### src/rtl/mips_mc_pkg.sv
// Shared types for the multi-cycle MIPS core: FSM states, opcode/funct
// constants, ALU-op codes, error codes, immediate-extension modes and the
// instruction decoder used by both the control FSM and the datapath.
package mips_mc_pkg;

    typedef enum logic [2:0] {S_FETCH, S_DECODE, S_EXEC, S_MEM, S_WB, S_HALT} state_t;
    typedef enum logic [2:0] {ALU_ADD, ALU_SUB, ALU_AND, ALU_OR, ALU_SLT, ALU_SLL, ALU_LUI} alu_op_t;
    typedef enum logic [1:0] {ERR_NONE, ERR_ILL, ERR_TMO, ERR_ALIGN} err_t;
    typedef enum logic       {EXT_SIGN, EXT_ZERO} ext_t;

    localparam logic [5:0] OP_RTYPE = 6'h00, OP_J    = 6'h02, OP_JAL  = 6'h03,
                           OP_BEQ   = 6'h04, OP_BNE  = 6'h05, OP_ADDI = 6'h08,
                           OP_ADDIU = 6'h09, OP_ANDI = 6'h0C, OP_ORI  = 6'h0D,
                           OP_LUI   = 6'h0F, OP_LW   = 6'h23, OP_SW   = 6'h2B;
    localparam logic [5:0] FN_SLL = 6'h00, FN_JR  = 6'h08, FN_ADDU = 6'h21,
                           FN_SUBU = 6'h23, FN_AND = 6'h24, FN_OR  = 6'h25,
                           FN_SLT = 6'h2A;

    typedef struct packed {
        logic    legal;
        logic    rtype;   // ALU result goes to rd
        logic    jump;    // j / jal / jr, complete in DECODE
        logic    jal;
        logic    jr;
        logic    branch;
        logic    bne;
        logic    load;
        logic    store;
        logic    imm;     // immediate ALU op, result goes to rt
        alu_op_t alu_op;
        ext_t    ext;
    } dec_t;

    function automatic dec_t decode(input logic [5:0] op, input logic [5:0] fn);
        dec_t d;
        d        = '0;
        d.legal  = 1'b1;
        d.alu_op = ALU_ADD;
        d.ext    = EXT_SIGN;
        case (op)
            OP_RTYPE: begin
                d.rtype = 1'b1;
                case (fn)
                    FN_ADDU: d.alu_op = ALU_ADD;
                    FN_SUBU: d.alu_op = ALU_SUB;
                    FN_AND:  d.alu_op = ALU_AND;
                    FN_OR:   d.alu_op = ALU_OR;
                    FN_SLT:  d.alu_op = ALU_SLT;
                    FN_SLL:  d.alu_op = ALU_SLL;
                    FN_JR:   begin d.rtype = 1'b0; d.jump = 1'b1; d.jr = 1'b1; end
                    default: d.legal = 1'b0;
                endcase
            end
            OP_J:     d.jump = 1'b1;
            OP_JAL:   begin d.jump = 1'b1; d.jal = 1'b1; end
            OP_BEQ:   begin d.branch = 1'b1; d.alu_op = ALU_SUB; end
            OP_BNE:   begin d.branch = 1'b1; d.bne = 1'b1; d.alu_op = ALU_SUB; end
            OP_ADDI,
            OP_ADDIU: d.imm = 1'b1;
            OP_ANDI:  begin d.imm = 1'b1; d.alu_op = ALU_AND; d.ext = EXT_ZERO; end
            OP_ORI:   begin d.imm = 1'b1; d.alu_op = ALU_OR;  d.ext = EXT_ZERO; end
            OP_LUI:   begin d.imm = 1'b1; d.alu_op = ALU_LUI; d.ext = EXT_ZERO; end
            OP_LW:    d.load = 1'b1;
            OP_SW:    d.store = 1'b1;
            default:  d.legal = 1'b0;
        endcase
        return d;
    endfunction

endpackage

### src/rtl/mips_mc_if.sv
// Memory bus between the core (master) and instruction/data memories (slave).
//   imem_*: fetch request, word address, read data, ready
//   dmem_*: data request, write enable, word address, write/read data, ready
// A transfer completes on the rising edge where req & ready.
interface mips_mc_if #(
    parameter int unsigned ADDR_W = 10
);
    logic              imem_req;
    logic [ADDR_W-1:0] imem_addr;
    logic [31:0]       imem_rdata;
    logic              imem_ready;
    logic              dmem_req;
    logic              dmem_we;
    logic [ADDR_W-1:0] dmem_addr;
    logic [31:0]       dmem_wdata;
    logic [31:0]       dmem_rdata;
    logic              dmem_ready;

    modport master (
        output imem_req, imem_addr, dmem_req, dmem_we, dmem_addr, dmem_wdata,
        input  imem_rdata, imem_ready, dmem_rdata, dmem_ready
    );
    modport slave (
        input  imem_req, imem_addr, dmem_req, dmem_we, dmem_addr, dmem_wdata,
        output imem_rdata, imem_ready, dmem_rdata, dmem_ready
    );
endinterface

### src/rtl/mips_mc_ctrl.sv
// Control FSM of the multi-cycle core: state register, bus wait counter,
// instruction decode, request/retire strobes and sticky error code.
//   i_op/i_fn      opcode and funct of the latched IR
//   i_*_ready      memory ready inputs
//   i_addr_lo      low bits of the EXEC-cycle ALU result (load/store address)
//   o_state/o_dec  current state and decoded instruction for the datapath
//   o_*_req        memory requests, o_retire commit strobe, o_err_code
module mips_mc_ctrl
    import mips_mc_pkg::*;
#(
    parameter int unsigned TIMEOUT = 255
) (
    input  logic       i_clk,
    input  logic       i_rst_n,
    input  logic [5:0] i_op,
    input  logic [5:0] i_fn,
    input  logic       i_imem_ready,
    input  logic       i_dmem_ready,
    input  logic [1:0] i_addr_lo,
    output state_t     o_state,
    output dec_t       o_dec,
    output logic       o_imem_req,
    output logic       o_dmem_req,
    output logic       o_retire,
    output logic [1:0] o_err_code
);
    localparam logic [8:0] TMO = 9'(TIMEOUT);

    state_t     r_state, w_state_n;
    logic [7:0] r_wcnt, w_wcnt_n;
    err_t       r_err, w_err_n;
    logic       w_wait;

    assign o_dec      = decode(i_op, i_fn);
    assign o_state    = r_state;
    // Reset is FETCH, but no fetch may be requested while rst_n is held low.
    assign o_imem_req = (r_state == S_FETCH) && i_rst_n;
    assign o_dmem_req = (r_state == S_MEM);
    assign o_err_code = r_err;

    always_ff @(posedge i_clk or negedge i_rst_n) begin
        if (!i_rst_n) begin
            r_state <= S_FETCH;
            r_wcnt  <= '0;
            r_err   <= ERR_NONE;
        end else begin
            r_state <= w_state_n;
            r_wcnt  <= w_wcnt_n;
            r_err   <= w_err_n;
        end
    end

    always_comb begin
        w_state_n = r_state;
        w_wcnt_n  = r_wcnt;
        w_err_n   = r_err;
        w_wait    = 1'b0;
        o_retire  = 1'b0;
        case (r_state)
            S_FETCH: begin
                if (i_imem_ready) w_state_n = S_DECODE;
                else              w_wait    = 1'b1;
            end
            S_DECODE: begin
                if (!o_dec.legal) begin
                    w_state_n = S_HALT;
                    w_err_n   = ERR_ILL;
                end else if (o_dec.jump) begin
                    o_retire  = 1'b1;
                    w_state_n = S_FETCH;
                end else begin
                    w_state_n = S_EXEC;
                end
            end
            S_EXEC: begin
                if (o_dec.branch) begin
                    o_retire  = 1'b1;
                    w_state_n = S_FETCH;
                end else if (o_dec.load || o_dec.store) begin
                    if (i_addr_lo != 2'b00) begin
                        w_state_n = S_HALT;
                        w_err_n   = ERR_ALIGN;
                    end else begin
                        w_state_n = S_MEM;
                    end
                end else begin
                    w_state_n = S_WB;
                end
            end
            S_MEM: begin
                if (i_dmem_ready) begin
                    if (o_dec.store) begin
                        o_retire  = 1'b1;
                        w_state_n = S_FETCH;
                    end else begin
                        w_state_n = S_WB;
                    end
                end else begin
                    w_wait = 1'b1;
                end
            end
            S_WB: begin
                o_retire  = 1'b1;
                w_state_n = S_FETCH;
            end
            default: ;
        endcase
        if (w_wait) begin
            if (({1'b0, r_wcnt} + 9'd1) >= TMO) begin
                w_state_n = S_HALT;
                w_err_n   = ERR_TMO;
            end else begin
                w_wcnt_n = r_wcnt + 8'd1;
            end
        end
        // Any state change restarts the wait count, so FETCH/MEM start at 0.
        if (w_state_n != r_state) w_wcnt_n = '0;
    end
endmodule

### src/rtl/mips_multicycle.sv
// Multi-cycle MIPS core top: PC/IR/A/B/ALUOut/MDR, 32x32 register file and
// one ALU shared by the PC increment (FETCH), branch target (DECODE) and
// execute (EXEC) steps. Control lives in mips_mc_ctrl.
//   i_clk, i_rst_n  clock and async active-low reset
//   bus             instruction/data memory master port
//   o_retire        commit strobe, o_retire_pc PC of the committed instruction
//   o_halted        core stopped, o_err_code reason (0 none,1 illegal,2 timeout,3 misaligned)
module mips_multicycle
    import mips_mc_pkg::*;
#(
    parameter int unsigned ADDR_W   = 10,
    parameter logic [31:0] PC_RESET = 32'h0000_0000,
    parameter int unsigned TIMEOUT  = 255
) (
    input  logic        i_clk,
    input  logic        i_rst_n,
    mips_mc_if.master   bus,
    output logic        o_retire,
    output logic [31:0] o_retire_pc,
    output logic        o_halted,
    output logic [1:0]  o_err_code
);
    logic [31:0] r_pc, r_cur_pc, r_ir, r_a, r_b, r_aluout, r_mdr;
    logic [31:0] r_rf [32];
    state_t      w_state;
    dec_t        w_dec;
    alu_op_t     w_alu_op;
    logic [4:0]  w_rs, w_rt, w_rd, w_waddr;
    logic [31:0] w_rs_data, w_rt_data, w_imm_s, w_imm_x;
    logic [31:0] w_alu_a, w_alu_b, w_alu_y, w_wdata;
    logic        w_taken, w_rf_we;

    mips_mc_ctrl #(.TIMEOUT(TIMEOUT)) u_ctrl (
        .i_clk        (i_clk),
        .i_rst_n      (i_rst_n),
        .i_op         (r_ir[31:26]),
        .i_fn         (r_ir[5:0]),
        .i_imem_ready (bus.imem_ready),
        .i_dmem_ready (bus.dmem_ready),
        .i_addr_lo    (w_alu_y[1:0]),
        .o_state      (w_state),
        .o_dec        (w_dec),
        .o_imem_req   (bus.imem_req),
        .o_dmem_req   (bus.dmem_req),
        .o_retire     (o_retire),
        .o_err_code   (o_err_code)
    );

    assign w_rs      = r_ir[25:21];
    assign w_rt      = r_ir[20:16];
    assign w_rd      = r_ir[15:11];
    assign w_rs_data = r_rf[w_rs];
    assign w_rt_data = r_rf[w_rt];
    assign w_imm_s   = {{16{r_ir[15]}}, r_ir[15:0]};
    assign w_imm_x   = (w_dec.ext == EXT_ZERO) ? {16'd0, r_ir[15:0]} : w_imm_s;
    assign w_taken   = w_dec.bne ? (r_a != r_b) : (r_a == r_b);

    assign bus.imem_addr  = r_pc[ADDR_W+1:2];
    assign bus.dmem_we    = bus.dmem_req && w_dec.store;
    assign bus.dmem_addr  = r_aluout[ADDR_W+1:2];
    assign bus.dmem_wdata = r_b;
    assign o_retire_pc    = r_cur_pc;
    assign o_halted       = (w_state == S_HALT);

    // Operand steering for the shared ALU.
    always_comb begin
        w_alu_a  = r_a;
        w_alu_b  = r_b;
        w_alu_op = ALU_ADD;
        case (w_state)
            S_FETCH:  begin w_alu_a = r_pc; w_alu_b = 32'd4; end
            S_DECODE: begin w_alu_a = r_pc; w_alu_b = {w_imm_s[29:0], 2'b00}; end
            S_EXEC: begin
                w_alu_op = w_dec.alu_op;
                if (!w_dec.rtype && !w_dec.branch) w_alu_b = w_imm_x;
            end
            default: ;
        endcase
    end

    always_comb begin
        w_alu_y = '0;
        case (w_alu_op)
            ALU_ADD: w_alu_y = w_alu_a + w_alu_b;
            ALU_SUB: w_alu_y = w_alu_a - w_alu_b;
            ALU_AND: w_alu_y = w_alu_a & w_alu_b;
            ALU_OR:  w_alu_y = w_alu_a | w_alu_b;
            ALU_SLT: w_alu_y = {31'd0, $signed(w_alu_a) < $signed(w_alu_b)};
            ALU_SLL: w_alu_y = w_alu_b << r_ir[10:6];
            ALU_LUI: w_alu_y = {w_alu_b[15:0], 16'd0};
            default: w_alu_y = '0;
        endcase
    end

    // jal links in DECODE (r_pc already holds PC+4); other writes happen in WB.
    assign w_rf_we = ((w_state == S_DECODE) && w_dec.legal && w_dec.jal) || (w_state == S_WB);
    assign w_waddr = w_dec.jal ? 5'd31 : (w_dec.rtype ? w_rd : w_rt);
    assign w_wdata = w_dec.jal ? r_pc : (w_dec.load ? r_mdr : r_aluout);

    always_ff @(posedge i_clk or negedge i_rst_n) begin
        if (!i_rst_n) begin
            for (int i = 0; i < 32; i++) r_rf[i] <= '0;
        end else if (w_rf_we && (w_waddr != 5'd0)) begin
            r_rf[w_waddr] <= w_wdata;
        end
    end

    always_ff @(posedge i_clk or negedge i_rst_n) begin
        if (!i_rst_n) begin
            r_pc     <= PC_RESET;
            r_cur_pc <= '0;
            r_ir     <= '0;
            r_a      <= '0;
            r_b      <= '0;
            r_aluout <= '0;
            r_mdr    <= '0;
        end else begin
            case (w_state)
                S_FETCH: begin
                    if (bus.imem_req && bus.imem_ready) begin
                        r_ir     <= bus.imem_rdata;
                        r_cur_pc <= r_pc;
                        r_pc     <= w_alu_y;
                    end
                end
                S_DECODE: begin
                    r_a      <= w_rs_data;
                    r_b      <= w_rt_data;
                    r_aluout <= w_alu_y;
                    if (w_dec.legal && w_dec.jump)
                        r_pc <= w_dec.jr ? w_rs_data : {r_pc[31:28], r_ir[25:0], 2'b00};
                end
                S_EXEC: begin
                    if (!w_dec.branch) r_aluout <= w_alu_y;
                    else if (w_taken)  r_pc     <= r_aluout;
                end
                S_MEM: begin
                    if (bus.dmem_ready && w_dec.load) r_mdr <= bus.dmem_rdata;
                end
                default: ;
            endcase
        end
    end
endmodule

### src/flat_wrapper.sv
// flat-port wrapper written by rule: the top's interface ports become plain ports
module mips_multicycle_flat import mips_mc_pkg::*;
#(
    parameter int unsigned ADDR_W   = 10,
    parameter logic [31:0] PC_RESET = 32'h0000_0000,
    parameter int unsigned TIMEOUT  = 255
)
  (i_clk, i_rst_n, o_retire, o_retire_pc, o_halted, o_err_code, bus_imem_req, bus_imem_addr, bus_dmem_req, bus_dmem_we, bus_dmem_addr, bus_dmem_wdata, bus_imem_rdata, bus_imem_ready, bus_dmem_rdata, bus_dmem_ready);
  mips_mc_if #(.ADDR_W(ADDR_W)) bus_i ();
  input  logic i_clk;
  input  logic i_rst_n;
  output logic o_retire;
  output logic [31:0] o_retire_pc;
  output logic o_halted;
  output logic [1:0] o_err_code;
  output wire logic [$bits(bus_i.imem_req)-1:0] bus_imem_req;
  output wire logic [$bits(bus_i.imem_addr)-1:0] bus_imem_addr;
  output wire logic [$bits(bus_i.dmem_req)-1:0] bus_dmem_req;
  output wire logic [$bits(bus_i.dmem_we)-1:0] bus_dmem_we;
  output wire logic [$bits(bus_i.dmem_addr)-1:0] bus_dmem_addr;
  output wire logic [$bits(bus_i.dmem_wdata)-1:0] bus_dmem_wdata;
  input wire logic [$bits(bus_i.imem_rdata)-1:0] bus_imem_rdata;
  input wire logic [$bits(bus_i.imem_ready)-1:0] bus_imem_ready;
  input wire logic [$bits(bus_i.dmem_rdata)-1:0] bus_dmem_rdata;
  input wire logic [$bits(bus_i.dmem_ready)-1:0] bus_dmem_ready;
  assign bus_imem_req = bus_i.imem_req;
  assign bus_imem_addr = bus_i.imem_addr;
  assign bus_dmem_req = bus_i.dmem_req;
  assign bus_dmem_we = bus_i.dmem_we;
  assign bus_dmem_addr = bus_i.dmem_addr;
  assign bus_dmem_wdata = bus_i.dmem_wdata;
  assign bus_i.imem_rdata = bus_imem_rdata;
  assign bus_i.imem_ready = bus_imem_ready;
  assign bus_i.dmem_rdata = bus_dmem_rdata;
  assign bus_i.dmem_ready = bus_dmem_ready;
  mips_multicycle #(.ADDR_W(ADDR_W), .PC_RESET(PC_RESET), .TIMEOUT(TIMEOUT)) u_core (.i_clk(i_clk), .i_rst_n(i_rst_n), .bus(bus_i), .o_retire(o_retire), .o_retire_pc(o_retire_pc), .o_halted(o_halted), .o_err_code(o_err_code));
endmodule
### config.mk
export PLATFORM = sky130hd
export DESIGN_NAME = mips_multicycle_flat
export DESIGN_NICKNAME = d
export VERILOG_FILES = /design/src/rtl/mips_mc_pkg.sv /design/src/rtl/mips_mc_if.sv /design/src/rtl/mips_mc_ctrl.sv /design/src/rtl/mips_multicycle.sv /design/src/flat_wrapper.sv
export SDC_FILE = /design/constraint.sdc
export NUM_CORES = 2
export LEC_CHECK = 0
export BUFFER_PORTS_ARGS = -buffer_cell sky130_fd_sc_hd__buf_4
export CAP_MARGIN = 20
export CORE_UTILIZATION = 50
export DETAILED_ROUTE_END_ITERATION = 12
export PLACE_DENSITY = 0.66
export SLEW_MARGIN = 20
export SYNTH_ARGS = -nofsm -noshare
export SYNTH_HDL_FRONTEND = slang
export SYNTH_SLANG_ARGS = --single-unit
### constraint.sdc
create_clock -name i_clk -period 6.3 [get_ports i_clk]
set_clock_uncertainty 0.2 [all_clocks]
set_input_delay 0.63 -clock i_clk [delete_from_list [all_inputs] [get_ports i_clk]]
set_output_delay 0.63 -clock i_clk [all_outputs]
set_load 0.02 [all_outputs]
==> metrics.yaml <==
post_dp_cell_area_sq_um: 75200
io_buffers: 158
relSlewSlack_pct: 19.7
yosysSeqAreaShare_pct: 43.9
min_period_over_period_pct: 95.0
seqCellArea_sq_um: 31600
start_kind: "register"
vias: 55800
ir_drop_uv: 463
synth_top_area_share_pct: 43.9
cap_violations: 0
rows: 138
ctsHtreeMaxLevel: 4
power_frac_seq_pct: 30.4
r2r_slack_ns: 0.31
drv_slew: 0
rsz0062_at_grt: "no"
die_area_sq_um: 145000
final_antenna_net_count: 0
cts_made_buffers: 137
syn_to_final_growth_pct: 12.2
synth.distinct_cells: 95
whs_ns: 0.103
avgSynthCellArea_sq_um: 11.3
netlist_top_cells_area: "dfrtp_1 (44%), mux4_2 (21%), o21ai_0 (6.2%), mux2_2 (6.2%), nand2_1 (5.4%)"
grt_pass1_vias: 55500
clkPwrFrac_pct: 18.2
drc: 0
nFillCells: 11700
cts.clk_slew.worst_paths_ns: 0.06
wl_per_cell_microns: 31.8
grt_max_degree: 175
crit_start: "u_core.r_ir[2]$_DFFE_PN0P_"
worstSetupPathType: "register to register"
synth_area_sq_um: 71800
cts_root_buf: "clkbuf_16"
crit_fanout: 9
critPathArrivalTime_ns: 6.42
setup_violations: 0
grt_usage_pct: 36.8
synth-main-ff-cell: "dfrtp_1"
layout.nets: 6484
busiest_layer: "met2"
fmax_mhz: 167
synth_edf_count: 0
use_met3_pct: 9.61
final_common_cell: "dfrtp_1"
p_comb_share_pct: 51.4
ctsLongestPathBuffers: 3
p_per_area_nw_per_um2: 569
met2_usage_pct: 56.6
viasPerCell: 6.71
ys_warn_count: 0
grt_pass1_wl_mm: 389
die_h_microns: 381
dr.pass1.iters: 6
antenna_found_initial: 13
first_iter_violations: 6932
grt_use_met1_pct: 48.3
cp-end-kind: "register"
syn_inst: 6348
gr-total-overflow: 0
clk_latency_ns: 0.79
final_area_sq_um: 80600
p_sw_share_pct: 44.9
synthArstFlopShare_pct: 100
cts.sinks: 1261
worst_pin_slew_ns: 1.20
final_cell_mix: "dfrtp_1 (1250), nand2_1 (1025), o21ai_0 (888)"
wirelength_mm: 265
cts_tree: "done"
multi_input_area_sq_um: 37800
p_int_mw: 25.3
synth_seq_cells: 1261
initial_core_util_pct: 50.6
hpwlAfterDp_mm: 172
hp-class: "input port to register"
hold_viol: 0
layout-drive-gt1-share_pct: 27.0
total_power_mw: 45.9
core_area_sq_um: 142000
p_sw_mw: 20.6
reg2reg_from: "u_core.r_ir[2]$_DFFE_PN0P_"
worstPathRequired_ns: 6.73
status: "completed"
syn_nets: 6516
die_width_microns: 381
place_congestion: 1.05
min-delay-start: "bus_imem_ready"
cellLeakagePower_nw: 34.7
min_period_ns: 5.99
num_io_pins: 159
synth.largest_area_cell: "dfrtp_1"
tns_ns: 0
[sequential cells by signal, indices dropped and copies added, names as in the netlist]
name / flops
u_core.u_ctrl.r_wcnt: 8
u_core.r_ir: 32
u_core.r_mdr: 32
u_core.r_a: 32
u_core.r_pc: 32
u_core.bus.dmem_wdata: 32
u_core.r_rf: 1024
u_core.u_ctrl.o_err_code: 2
u_core.u_ctrl.o_state: 3
u_core.r_aluout: 32
u_core.o_retire_pc: 32
[cells in the mapped netlist, types with 10 or more instances]
cell,instances
a211oi_1,37
a21o_1,56
a21oi_1,190
a221oi_1,34
a22oi_1,15
a31oi_1,24
and3_1,11
buf_1,72
buf_2,36
buf_4,21
clkbuf_1,475
dfrtp_1,1261
ha_1,98
inv_1,115
mux2_2,393
mux2i_1,129
mux4_2,655
nand2_1,1042
nand2b_1,14
nand3_1,37
nand4_1,21
nor2_1,248
nor2b_1,18
nor3_1,42
nor3b_1,10
nor4_1,18
o2111ai_1,11
o211ai_1,25
o21a_1,13
o21ai_0,888
o21ai_1,11
o21bai_1,18
o221ai_1,25
o22ai_1,28
o31ai_1,15
or3_1,11
or4_1,11
xnor2_1,50
[repair_timing]
item                                    4_1_cts  5_1_grt
hold buffers                                 66        0
buffers inserted                              0        4
endpoints found under the setup margin        0       16
hold endpoints to repair                    121        0
gates resized for setup                       0        3
[cell families after synthesis]
kind of cell	Yosys count	synth area share (%)
XOR/XNOR	53	0.647
AO/OA/AOI/OAI	1510	12.4
adder cells (fa/ha/maj)	100	1.76
AND/OR/NAND/NOR	1523	8.78
multiplexers	1178	28.5
flip-flops	1261	43.9
buffers and inverters	723	3.96
[per-layer routing]
metal | vias to the layer above | routed length [microns]
li1 | 23400 | -
met1 | 28700 | 101000
met2 | 3038 | 122000
met3 | 706 | 26300
met4 | 10 | 15400
met5 | - | 68
[power by group through the flow]
stage	logic (mW)	clock network [mW]	registers [mW]
floorplan	15.7	0	12.4
global placement	22.7	0	13.7
detailed placement	22.8	0	13.9
CTS	23.0	8.43	13.8
global route	24.9	8.75	14.2
finish	23.5	8.35	14.0
[layout make-up]
| class | instances | area share [%] |
|---|---|---|
| tap | 1890 | 2.94 |
| sequential | 1261 | 39.2 |
| multi-input combinational | 4364 | 46.9 |
| antenna | 2 | 0.00621 |
| clock inverter | 59 | 0.933 |
| timing repair buffer | 435 | 4.65 |
| inverter | 117 | 0.545 |
| clock buffer | 187 | 4.81 |
[path summary, 6_finish.rpt]
path,cells after the start,end
min in group asynchronous,2,u_core.r_rf[585]$_DFFE_PN0P_
setup / recovery,17,u_core.r_aluout[21]$_DFFE_PN0P_
hold reg to reg,0,u_core.r_rf[1013]$_DFFE_PN0P_
setup reg to reg,17,u_core.r_aluout[21]$_DFFE_PN0P_
hold / removal,3,u_core.u_ctrl.o_state[0]$_DFF_PN0_
max in group asynchronous,5,u_core.r_ir[25]$_DFFE_PN0P_
[per-stage QoR]
stage,util [%],cells,worst slack (ns)
6_report,56.8,8315,0.312
5_1_grt,56.8,8313,0.0163
4_1_cts,56.7,8308,0.0728
3_5_place_dp,53.0,7996,0.0910
3_3_place_gp,53.0,7996,0.0989
2_1_floorplan,-,6348,0.903
[worst max-delay path, cell delays in order (launching register included)]
cell,delay (ns)
dfrtp_1,0.47
or3_4,0.43
or4b_1,0.70
a211oi_4,0.47
buf_4,0.23
o211a_1,0.35
ha_1,0.33
a211oi_1,0.31
nor4_1,0.10
buf_4,0.17
nor3_1,0.45
o21ai_0,0.34
a21oi_1,0.33
xnor2_1,0.10
a22oi_1,0.33
o21ai_0,0.17
a21oi_1,0.22
a31oi_1,0.12
Note: power is estimated with default switching activity, not from simulation.
